### src/rtl/display_pkg.sv
// Shared types and defaults for the display scan-out stage: pixel layout,
// scan FSM states and the frame geometry used when no override is given.
package display_pkg;

  localparam int RGB_W          = 8;
  localparam int DEF_ADDR_W     = 20;
  localparam int DEF_H_ACTIVE   = 100;
  localparam int DEF_V_ACTIVE   = 100;
  localparam int DEF_H_FP       = 4;
  localparam int DEF_H_SW       = 8;
  localparam int DEF_H_BP       = 8;
  localparam int DEF_V_FP       = 1;
  localparam int DEF_V_SW       = 2;
  localparam int DEF_V_BP       = 2;

  typedef enum logic [1:0] {
    IDLE = 2'd0,
    SCAN = 2'd1,
    DONE = 2'd2
  } scan_state_e;

  typedef struct packed {
    logic [RGB_W-1:0] r;
    logic [RGB_W-1:0] g;
    logic [RGB_W-1:0] b;
  } pixel_t;

  // Forces the colour to black whenever the display is not in its data window.
  function automatic pixel_t gate_pixel(input logic en, input pixel_t px);
    pixel_t res;
    if (en) res = px;
    else    res = '0;
    return res;
  endfunction

endpackage

### src/rtl/disp_timing_gen.sv
// Raster timing for one frame: h/v counters that run only while enabled,
// plus the stage-0 active window, raw sync windows and end-of-frame marker.
module disp_timing_gen
  import display_pkg::*;
#(
  parameter int H_ACTIVE = DEF_H_ACTIVE,
  parameter int V_ACTIVE = DEF_V_ACTIVE,
  parameter int H_FP     = DEF_H_FP,
  parameter int H_SW     = DEF_H_SW,
  parameter int H_BP     = DEF_H_BP,
  parameter int V_FP     = DEF_V_FP,
  parameter int V_SW     = DEF_V_SW,
  parameter int V_BP     = DEF_V_BP
) (
  input  logic clk_i,
  input  logic rst_ni,
  input  logic run_i,
  output logic active_o,
  output logic hsync_raw_o,
  output logic vsync_raw_o,
  output logic eof_o
);

  localparam int H_TOT = H_ACTIVE + H_FP + H_SW + H_BP;
  localparam int V_TOT = V_ACTIVE + V_FP + V_SW + V_BP;
  // One extra count of headroom so the sync-window end never aliases to 0.
  localparam int HW    = $clog2(H_TOT + 1);
  localparam int VW    = $clog2(V_TOT + 1);

  localparam logic [HW-1:0] H_LAST   = HW'(H_TOT - 1);
  localparam logic [VW-1:0] V_LAST   = VW'(V_TOT - 1);
  localparam logic [HW-1:0] H_ACT    = HW'(H_ACTIVE);
  localparam logic [VW-1:0] V_ACT    = VW'(V_ACTIVE);
  localparam logic [HW-1:0] HS_START = HW'(H_ACTIVE + H_FP);
  localparam logic [HW-1:0] HS_END   = HW'(H_ACTIVE + H_FP + H_SW);
  localparam logic [VW-1:0] VS_START = VW'(V_ACTIVE + V_FP);
  localparam logic [VW-1:0] VS_END   = VW'(V_ACTIVE + V_FP + V_SW);

  logic [HW-1:0] h_q;
  logic [VW-1:0] v_q;

  // Counters sit at 0 whenever not scanning so the first scan clock is h=v=0.
  always_ff @(posedge clk_i or negedge rst_ni) begin
    if (!rst_ni) begin
      h_q <= '0;
      v_q <= '0;
    end else if (!run_i) begin
      h_q <= '0;
      v_q <= '0;
    end else if (h_q == H_LAST) begin
      h_q <= '0;
      v_q <= (v_q == V_LAST) ? '0 : v_q + VW'(1'b1);
    end else begin
      h_q <= h_q + HW'(1'b1);
    end
  end

  assign active_o    = (h_q < H_ACT) && (v_q < V_ACT);
  assign hsync_raw_o = (h_q >= HS_START) && (h_q < HS_END);
  assign vsync_raw_o = (v_q >= VS_START) && (v_q < VS_END);
  assign eof_o       = (h_q == H_LAST) && (v_q == V_LAST);

endmodule

### src/rtl/display_scan_ctrl.sv
// Frame-buffer scan-out: waits for a full frame, reads it in raster order and
// drives RGB with DE/HSYNC/VSYNC aligned to the one-clock read latency.
module display_scan_ctrl
  import display_pkg::*;
#(
  parameter int ADDR_W   = DEF_ADDR_W,
  parameter int H_ACTIVE = DEF_H_ACTIVE,
  parameter int V_ACTIVE = DEF_V_ACTIVE,
  parameter int H_FP     = DEF_H_FP,
  parameter int H_SW     = DEF_H_SW,
  parameter int H_BP     = DEF_H_BP,
  parameter int V_FP     = DEF_V_FP,
  parameter int V_SW     = DEF_V_SW,
  parameter int V_BP     = DEF_V_BP
) (
  input  logic              clk,
  input  logic              reset,
  input  logic              buf_full,
  input  logic [RGB_W-1:0]  r_in,
  input  logic [RGB_W-1:0]  g_in,
  input  logic [RGB_W-1:0]  b_in,
  output logic              buf_re,
  output logic [ADDR_W-1:0] buf_addr,
  output logic              buf_empty,
  output logic [RGB_W-1:0]  pix_r,
  output logic [RGB_W-1:0]  pix_g,
  output logic [RGB_W-1:0]  pix_b,
  output logic              de,
  output logic              hsync,
  output logic              vsync,
  output logic              frame_done
);

  scan_state_e       state_q;
  logic              full_q;
  logic [ADDR_W-1:0] addr_q;
  logic              buf_empty_q;
  logic              de_q;
  logic              hsync_q;
  logic              vsync_q;
  logic              frame_done_q;

  logic   active_s;
  logic   hsync_raw_s;
  logic   vsync_raw_s;
  logic   eof_s;
  logic   scan_s;
  pixel_t pix_s;

  assign scan_s = (state_q == SCAN);

  disp_timing_gen #(
    .H_ACTIVE (H_ACTIVE),
    .V_ACTIVE (V_ACTIVE),
    .H_FP     (H_FP),
    .H_SW     (H_SW),
    .H_BP     (H_BP),
    .V_FP     (V_FP),
    .V_SW     (V_SW),
    .V_BP     (V_BP)
  ) u_timing (
    .clk_i       (clk),
    .rst_ni      (reset),
    .run_i       (scan_s),
    .active_o    (active_s),
    .hsync_raw_o (hsync_raw_s),
    .vsync_raw_o (vsync_raw_s),
    .eof_o       (eof_s)
  );

  assign buf_re = scan_s && active_s;

  // Scan FSM, read-address counter and the one-stage sync/DE pipeline.
  always_ff @(posedge clk or negedge reset) begin
    if (!reset) begin
      state_q      <= IDLE;
      full_q       <= 1'b0;
      addr_q       <= '0;
      buf_empty_q  <= 1'b1;
      de_q         <= 1'b0;
      hsync_q      <= 1'b1;
      vsync_q      <= 1'b1;
      frame_done_q <= 1'b0;
    end else begin
      full_q       <= buf_full;
      de_q         <= 1'b0;
      hsync_q      <= 1'b1;
      vsync_q      <= 1'b1;
      frame_done_q <= 1'b0;
      case (state_q)
        IDLE: begin
          addr_q <= '0;
          if (buf_full && !full_q) begin
            state_q     <= SCAN;
            buf_empty_q <= 1'b0;
          end
        end
        SCAN: begin
          de_q    <= active_s;
          hsync_q <= ~hsync_raw_s;
          vsync_q <= ~vsync_raw_s;
          if (buf_re) addr_q <= addr_q + ADDR_W'(1'b1);
          if (eof_s) begin
            state_q      <= DONE;
            buf_empty_q  <= 1'b1;
            frame_done_q <= 1'b1;
          end
        end
        DONE: begin
          state_q <= IDLE;
          addr_q  <= '0;
        end
        default: begin
          state_q     <= IDLE;
          addr_q      <= '0;
          buf_empty_q <= 1'b1;
        end
      endcase
    end
  end

  // Read data returns one clock after buf_re, i.e. in the clock de_q is high.
  always_comb begin
    pix_s = gate_pixel(de_q, '{r: r_in, g: g_in, b: b_in});
  end

  assign buf_addr   = addr_q;
  assign buf_empty  = buf_empty_q;
  assign pix_r      = pix_s.r;
  assign pix_g      = pix_s.g;
  assign pix_b      = pix_s.b;
  assign de         = de_q;
  assign hsync      = hsync_q;
  assign vsync      = vsync_q;
  assign frame_done = frame_done_q;

endmodule

### config.mk
export PLATFORM = sky130hd
export DESIGN_NAME = display_scan_ctrl
export DESIGN_NICKNAME = d
export VERILOG_FILES = /design/src/rtl/display_pkg.sv /design/src/rtl/disp_timing_gen.sv /design/src/rtl/display_scan_ctrl.sv
export SDC_FILE = /design/constraint.sdc
export NUM_CORES = 1
export LEC_CHECK = 0
export BUFFER_PORTS_ARGS = -buffer_cell sky130_fd_sc_hd__buf_2
export CORE_MARGIN = 1
export CORE_UTILIZATION = 40
export DETAILED_ROUTE_END_ITERATION = 12
export PLACE_DENSITY = 0.66
export SLEW_MARGIN = 15
export SYNTH_ARGS = -nofsm -noshare
export SYNTH_HDL_FRONTEND = slang
export SYNTH_SLANG_ARGS = --single-unit
export TNS_END_PERCENT = 20
### constraint.sdc
create_clock -name clk -period 3.6 [get_ports clk]
set_clock_uncertainty 0.2 [all_clocks]
set_input_delay 0 -clock clk [delete_from_list [all_inputs] [get_ports clk]]
set_output_delay 0 -clock clk [all_outputs]
set_load 0.05 [all_outputs]
# [Word level (Yosys, flattened, before mapping)]
# Cells that the tools add are included.
[totals] regBits=42 word_cells=59
[classes] addsub=3 magnitude_cmp=6 n_eq_ne=8 muxes=19 n_bitwise=3 n_reduce_logical=10
[op_table] operator="$mux 20" count=2
[op_table] operator="$mux 7" count=5
[op_table] operator="$lt 7x7->1 const B" count=4
[op_table] operator="$mux 24" count=1
[op_table] operator="$add 20x1->20 const B" count=1
[op_table] operator="$add 7x1->7 const B" count=2
[op_table] operator="$eq 7x7->1 const B" count=2
[op_table] operator="$ge 7x7->1 const B" count=2
[op_table] operator="$mux 1" count=7
[op_table] operator="$logic_and 1x1->1" count=6
[op_table] operator="$ne 2x2->1 const B" count=3
[op_table] operator="$mux 2" count=2
[op_table] operator="$pmux 2 s2" count=1
[op_table] operator="$not 1->1" count=3
[op_table] operator="$pmux 1 s3" count=1
[op_table] operator="$reduce_and 3->1" count=1
[op_table] operator="$eq 2x1->1 const B" count=1
[op_table] operator="$eq 2x2->1 const B" count=1
[op_table] operator="$logic_not 2->1" count=1
[op_table] operator="$ne 2x1->1 const B" count=1
[op_table] operator="$reduce_and 2->1" count=1
[op_table] operator="$logic_not 1->1" count=1

# [Logic depth before layout (Yosys ltp)]
# Gate-level depths: netlist of the first run.
[depth] depth_word=5 depth_mapped=6

# [Cells and area by module]
# Synthesis of the first run repeated with hierarchy kept, for this count alone.
[hier_totals] cells_unflattened=243 area_unflattened_um2=2293.4
[by_module_without_submodules] module="display_scan_ctrl" instances=1 cells_each=151 area_per_inst_um2=1427.6 seq_area_each_um2=704.4
[by_module_without_submodules] module="disp_timing_gen" instances=1 cells_each=92 area_per_inst_um2=865.8 seq_area_each_um2=350.3

# [Worst setup path before layout of the first run]
# Ideal clock, no wire load.
[synth_timing] kind="reg-to-reg" startpoint="reg u_timing.v_q[3]" endpoint="reg de_q, in the netlist de" arrival_ns=1.770 slack_ns=1.427 stages_incl_launch_ff=5 n_path_buf=1 period_less_slack_ns=2.173 path_cell_list="dfrtp_1 buf_6 o311ai_4 nand2_2 nor2_1"
[synth_via] elab_chain_len=3
[synth_rtl] item="start: declaration" line_no="disp_timing_gen.sv:40" rtl="logic [VW-1:0] v_q;"
[synth_rtl] item="start signal: assignment" line_no="disp_timing_gen.sv:52" rtl="v_q <= (v_q == V_LAST) ? '0 : v_q + VW'(1'b1);"
[synth_rtl] item="$lt 7x7->1" line_no="disp_timing_gen.sv:58" rtl="assign active_o = (h_q < H_ACT) && (v_q < V_ACT);"
[synth_rtl] item="$logic_and 1x1->1" line_no="disp_timing_gen.sv:58"
[synth_rtl] item="$mux 1" line_no="display_scan_ctrl.sv:90" rtl="case (state_q)"
[synth_rtl] item="end signal: assignment" line_no="display_scan_ctrl.sv:99" rtl="de_q <= active_s;"
[synth_rtl] item="end: declaration" line_no="display_scan_ctrl.sv:38" rtl="logic de_q;"
# No other way between the ends.
# A chain may end at the register's enable or synchronous reset.

# [Final worst setup path of the first run]
[layout_timing] startpoint="reg u_timing.h_q[3]" endpoint="reg addr_q[16], in the netlist buf_addr[16]"
[layout_via] elab_chain_len=4
[layout_rtl] item="start: declaration" line_no="disp_timing_gen.sv:39" rtl="logic [HW-1:0] h_q;"
[layout_rtl] item="start signal: assignment" line_no="disp_timing_gen.sv:54" rtl="h_q <= h_q + HW'(1'b1);"
[layout_rtl] item="$lt 7x7->1" line_no="disp_timing_gen.sv:58"
[layout_rtl] item="$logic_and 1x1->1" line_no="disp_timing_gen.sv:58"
[layout_rtl] item="$logic_and 1x1->1" line_no="display_scan_ctrl.sv:71" rtl="assign buf_re = scan_s && active_s;"
[layout_rtl] item="$ne 2x2->1 (no source line)"
[layout_rtl] item="end signal: assignment" line_no="display_scan_ctrl.sv:102" rtl="if (buf_re) addr_q <= addr_q + ADDR_W'(1'b1);"
[layout_rtl] item="end: declaration" line_no="display_scan_ctrl.sv:36" rtl="logic [ADDR_W-1:0] addr_q;"
# No other way between the ends.

==> impl_metrics.json, run 1 <==
{
  "grt_max_degree": 43,
  "outcome": "finished, final reports clean",
  "drive_above_1_share": 0.317,
  "netlist.area_leader.share": 0.418,
  "fillers": 532,
  "cts_setup_buffers": 0,
  "drt_iter0_drc": 65,
  "boundaryPins": 77,
  "rsz0062_at_grt": "no",
  "timing.setup.tns_ns": 0,
  "reg2reg_slack_ns": 1.34,
  "dieArea_um2": 6150,
  "final_nets": 351,
  "cts_buffers": 5,
  "power.leakage_uw": 0.00128,
  "grt_pass1_vias": 1843,
  "drv_cap": 0,
  "finalSetupViolCount": 0,
  "rows": 27,
  "place_inst": 381,
  "slew_viol_final": 0,
  "gr-total-overflow": 0,
  "n_antenna_cell": 0,
  "grt_usage": 0.172,
  "stdcell_count": 391,
  "insertion_delay_ns": 0.30,
  "antenna_found_initial": 0,
  "viasPerCell": 5.30,
  "cp.required_ns": 3.62,
  "ys.flop_type": "dfrtp_1",
  "place_hpwl_um": 3660,
  "fp.dieH_um": 78.4,
  "fin_util": 0.516,
  "arrival_ns": 2.28,
  "cts.sinks": 42,
  "report.final.hold_viol_count": 0,
  "min_path_cells": 2,
  "synth_cells": 240,
  "synth_top_area_cell": "dfrtp_1",
  "portBuffers": 76,
  "cts.clk_slew.worst_paths_ns": 0.08,
  "layout_common_cells": "buf_2, dfrtp_1, and2_1",
  "drt-pass1-iter-count": 4,
  "async_flop_share": 1.00,
  "ys_seq_area_frac": 0.452,
  "start_util": 0.419,
  "final_common_cell": "buf_2",
  "cts_root_buffer": "clkbuf_8",
  "die_x_um": 78.4,
  "ys_ff_latch": 42,
  "r2r-start": "u_timing.h_q[3]",
  "slew_headroom": 0.380,
  "min_period_over_period": 0.629,
  "max_freq_mhz": 442,
  "hp-class": "input pin to flip-flop",
  "routed_wirelength_um": 5060,
  "p_per_area_nw_per_um2": 327,
  "wl_per_cell_um": 12.9,
  "r2r-end": "buf_addr[16]",
  "critPathMaxFanout": 17,
  "cp-start-kind": "flip-flop",
  "htree_levels": 2,
  "core_area_um2": 5570,
  "yosys_warnings": 0,
  "ir_drop_v": 0.000161,
  "worstRegToRegCells": 4,
  "ys_types": 43,
  "syn_area_um2": 2330,
  "cts_tree": "done",
  "pre_cts_slack_ns": 1.36,
  "globalplace.congestion": 0.791,
  "worst_slack_ns": 1.34,
  "hold_buffers": 2,
  "cts_max_path_buffers": 2,
  "syn_area_per_cell_um2": 9.73,
  "syn-num-nets": 273,
  "ant_nets": 0,
  "synth_edf_count": 0,
  "synth_area_leaders": "dfrtp_1, and2_1, a21oi_1, dfstp_2, ha_1",
  "grt_pass1_wl_um": 8290,
  "post_cts_resized": 0,
  "min_from": "buf_full",
  "area_delta_synth_final_pct": 23.2,
  "hold_path_end": "full_q",
  "worst_slew_pin_slew_ns": 0.931,
  "vias": 2073,
  "drc": 0,
  "finalPower_uw": 939,
  "period_needed_ns": 2.26,
  "endpoint_kind": "flip-flop",
  "path_class": "flip-flop to flip-flop"
}
[critical path, cell delays in order (launching register included)]
cell and delay, ns:
dfrtp_1 0.48, o311ai_4 0.52, nand3_4 0.26, or4_1 0.56
a21oi_1 0.17
[cells by family after synthesis]
| group | Yosys count | synth area share |
|---|---|---|
| flip-flops | 42 | 0.452 |
| multiplexers | 1 | 0.00429 |
| buffers and inverters | 16 | 0.0407 |
| XOR/XNOR | 11 | 0.0413 |
| AO/OA/AOI/OAI | 47 | 0.144 |
| adder cells (fa/ha/maj) | 6 | 0.0322 |
| AND/OR/NAND/NOR | 117 | 0.286 |
[routing by layer]
layer,share of wire,GRT usage,wire length [µm]
met5,0,0,0
met4,0.0083,0.0611,42
met3,0.058,0.0465,292
met2,0.49,0.304,2480
met1,0.44,0.198,2240
[cell usage after synthesis (2+ instances only)]
library cell,number
a21oi_1,18
a311oi_1,2
and2_1,25
and2_2,3
and3_1,3
and4_1,2
buf_6,4
clkbuf_1,3
dfrtp_1,39
dfstp_2,3
ha_1,6
inv_1,8
nand2_1,14
nand3_1,15
nand4_1,7
nor2_1,18
nor3_1,4
nor4_1,2
o21ai_0,8
o311ai_4,2
o31a_1,2
o31ai_1,8
or3_1,5
or3_2,2
or4_1,10
xnor2_1,3
xor2_1,8
[worst max path at each step]
stage | start | endpoint | slack (ns) | depth (start not counted)
global route | u_timing.h_q[0] | u_timing.v_q[6] | 1.20 | 5
CTS | u_timing.h_q[3] | buf_addr[16] | 1.34 | 4
finish | u_timing.h_q[3] | buf_addr[16] | 1.34 | 4
floorplan | u_timing.v_q[3] | de | 1.43 | 4
global placement | u_timing.h_q[3] | buf_addr[15] | 1.44 | 4
detailed placement | u_timing.h_q[3] | buf_addr[16] | 1.36 | 4
[metrics by stage]
step / instance area (µm²) / hold slack (ns)
after floorplan: 2330 / -0.496
after global placement: 2750 / -0.0774
after detailed placement: 2750 / -0.0756
after CTS: 2880 / 0.144
after global routing: 2880 / 0.147
final: 2880 / 0.155
[power by group]
part	switching, µW	internal (µW)	leakage, µW
Combinational	69.6	27.3	0.000685
Sequential	0.294	472	0.000535
Clock	166	204	0.0000579
[final cells by class]
cell class,instances,area (µm²),share of cell area
timing repair buffer,79,408,0.142
multi-input combinational,182,1180,0.412
clock inverter,3,40.0,0.0139
tap,72,90.1,0.0313
sequential,42,1050,0.367
inverter,8,30.0,0.0104
clock buffer,5,68.8,0.0239
[sequential cells by signal, summed over array words and instances (netlist names)]
| signal | flops |
|---|---|
| hsync | 1 |
| full_q | 1 |
| u_timing.h_q | 7 |
| de | 1 |
| u_timing.v_q | 7 |
| vsync | 1 |
| buf_addr | 20 |
| buf_empty | 1 |
| state_q | 2 |
| frame_done | 1 |
No activity file was read; power rests on OpenSTA's default activity.
==> run 2: changes to the inputs <==
- ABC_AREA: not set -> 1
- PLACE_DENSITY: 0.66 -> 0.67
- clock period: 3.6 -> 2.05 ns (I/O delays scaled with it)
==> run 2 against run 1 <==
Against the previous run: sequential cell count unchanged; critical path type is now flip-flop to primary output; worst setup slack got worse by 1.2 ns; sequential share of layout area fell by 2.4 points; global-route usage grew 1.4 points; hold slack lost 0.070 ns; largest power group is now combinational logic; via count increased by 15%.
==> impl_metrics.json, run 2 <==
{
  "report.final.hold_viol_count": 0,
  "drt-pass1-iter-count": 4,
  "ir_drop_v": 0.000923,
  "die_x_um": 81.0,
  "largest_register_ffs": 20,
  "cts_max_path_buffers": 2,
  "yosysMostFrequentCell": "nand2_1",
  "cts_root_buffer": "clkbuf_8",
  "slew_headroom": 0.541,
  "max_freq_mhz": 524,
  "start_util": 0.420,
  "arrival_ns": 1.71,
  "synth_cells": 351,
  "postPlaceCellArea_um2": 2960,
  "final_common_cell": "nand2_1",
  "rsz0062_at_grt": "no",
  "place_hpwl_um": 4270,
  "cts_buffers": 5,
  "area_delta_synth_final_pct": 23.2,
  "htree_levels": 2,
  "cp.required_ns": 1.85,
  "syn-num-nets": 384,
  "drt_iter0_drc": 132,
  "boundaryPins": 77,
  "grt_pass1_wl_um": 9490,
  "syn_area_per_cell_um2": 7.12,
  "worst_slew_pin_slew_ns": 0.688,
  "hold_slack_ns": 0.0849,
  "r2r-start": "u_timing.h_q[0]",
  "slew_viol_final": 0,
  "post-route-cell-area_um2": 3080,
  "ys_seq_area_frac": 0.422,
  "period_needed_ns": 1.91,
  "power.leakage_uw": 0.00181,
  "viasPerCell": 4.69,
  "routed_wirelength_um": 5700,
  "gr-total-overflow": 0,
  "grt_max_degree": 43,
  "drc": 0,
  "r2r-end": "u_timing.v_q[3]",
  "cp-start-kind": "flip-flop",
  "portBuffers": 76,
  "insertion_delay_ns": 0.30,
  "fp.dieH_um": 81.0,
  "ys.flop_type": "dfrtp_1",
  "critPathMaxFanout": 10,
  "grt_pass1_vias": 2178,
  "p_per_area_nw_per_um2": 1250,
  "cts_tree": "done",
  "async_flop_share": 1.00,
  "reg2reg_slack_ns": 0.27,
  "cts.clk_slew.worst_paths_ns": 0.09,
  "synth_top_area_cell": "dfrtp_1",
  "worstRegToRegCells": 8,
  "grt_usage": 0.186,
  "cts.sinks": 42,
  "synth_edf_count": 0,
  "syn_area_um2": 2500,
  "drv_cap": 0,
  "ant_nets": 0,
  "n_antenna_cell": 0,
  "wl_per_cell_um": 11.2,
  "hp-class": "input pin to async pin",
  "ys_types": 32,
  "ys_ff_latch": 42,
  "netlist.area_leader.share": 0.391,
  "synth_common_cells": "nand2_1, inv_1, nor2_1",
  "vias": 2392,
  "drive_above_1_share": 0.246,
  "globalplace.congestion": 0.848,
  "core_area_um2": 5960,
  "min_period_over_period": 0.931,
  "path_class": "flip-flop to primary output",
  "finalSetupViolCount": 0,
  "layout_common_cells": "nand2_1, buf_2, inv_1",
  "outcome": "finished, final reports clean",
  "cts_setup_buffers": 0,
  "endpoint_kind": "primary output",
  "rows": 28,
  "yosys_warnings": 0,
  "synth_area_leaders": "dfrtp_1, nand2_1, inv_1, nor2_1, nand3_1",
  "antenna_found_initial": 0,
  "dieArea_um2": 6570,
  "timing.setup.tns_ns": 0,
  "final_nets": 467
}
==> run 2: power by group <==
group	internal, µW	switching (µW)	leakage, µW
registers	1010	267	0.000532
clock network	271	299	0.0000472
logic	474	1530	0.00123
total	1750	2090	0.00181
==> run 2: worst max path at each step <==
stage                                from              end  slack (ns)  cells past startpoint
after detailed placement  u_timing.h_q[0]  u_timing.v_q[3]        0.27                      8
after global routing      u_timing.v_q[3]           buf_re       0.004                      8
after CTS                 u_timing.v_q[3]           buf_re        0.06                      8
final                     u_timing.v_q[3]           buf_re        0.14                      8
after global placement    u_timing.h_q[0]  u_timing.v_q[3]        0.32                      8
after floorplan               buf_addr[0]     buf_addr[12]        0.13                      8
==> run 2: per-stage QoR <==
stage | total power, µW | setup slack (ns) | std cells | util
after floorplan | 2810 | 0.134 | 351 | -
after global placement | 3250 | 0.320 | 500 | 0.497
after detailed placement | 3290 | 0.271 | 500 | 0.497
after CTS | 3880 | 0.0608 | 510 | 0.516
after global routing | 4110 | 0.00448 | 510 | 0.517
final | 3850 | 0.141 | 510 | 0.517
==> run 2: worst max-delay path, stage by stage (launching register included) <==
cell     delay (ns)
dfrtp_1        0.42
nor2_1         0.15
nand2_1        0.08
nand2_1        0.11
nand2_4        0.12
inv_4          0.14
nand2_1        0.08
inv_1          0.10
buf_4          0.21
==> run 2: timing repair <==
item | CTS | global route
hold buffers | 2 | 0
setup endpoints to repair | 0 | 1
resized for setup | 0 | 2
endpoints found under the hold margin | 45 | 0
==> run 2: final cells by class <==
class / count / area [µm²]
Sequential cell: 42 / 1050
Clock inverter: 2 / 12.5
Inverter: 70 / 265
Clock buffer: 6 / 82.6
Fill cell: 619 / 2880
Tap cell: 75 / 93.8
Multi-Input combinational cell: 234 / 1140
Timing Repair Buffer: 81 / 425
==> run 2: logic make-up after synthesis <==
kind of cell,after synthesis,synth area share
flip-flops,42,0.422
buffers and inverters,75,0.120
XOR/XNOR,2,0.00701
adder cells (fa/ha/maj),6,0.0300
AO/OA/AOI/OAI,31,0.0676
AND/OR/NAND/NOR,195,0.353
==> run 2: layer usage <==
metal / vias up / track usage / wire, µm
li1: 1243 / - / -
met1: 1095 / 0.226 / 2650
met2: 47 / 0.325 / 2780
met3: 7 / 0.0348 / 212
met4: 0 / 0.0661 / 62
met5: - / 0 / 0
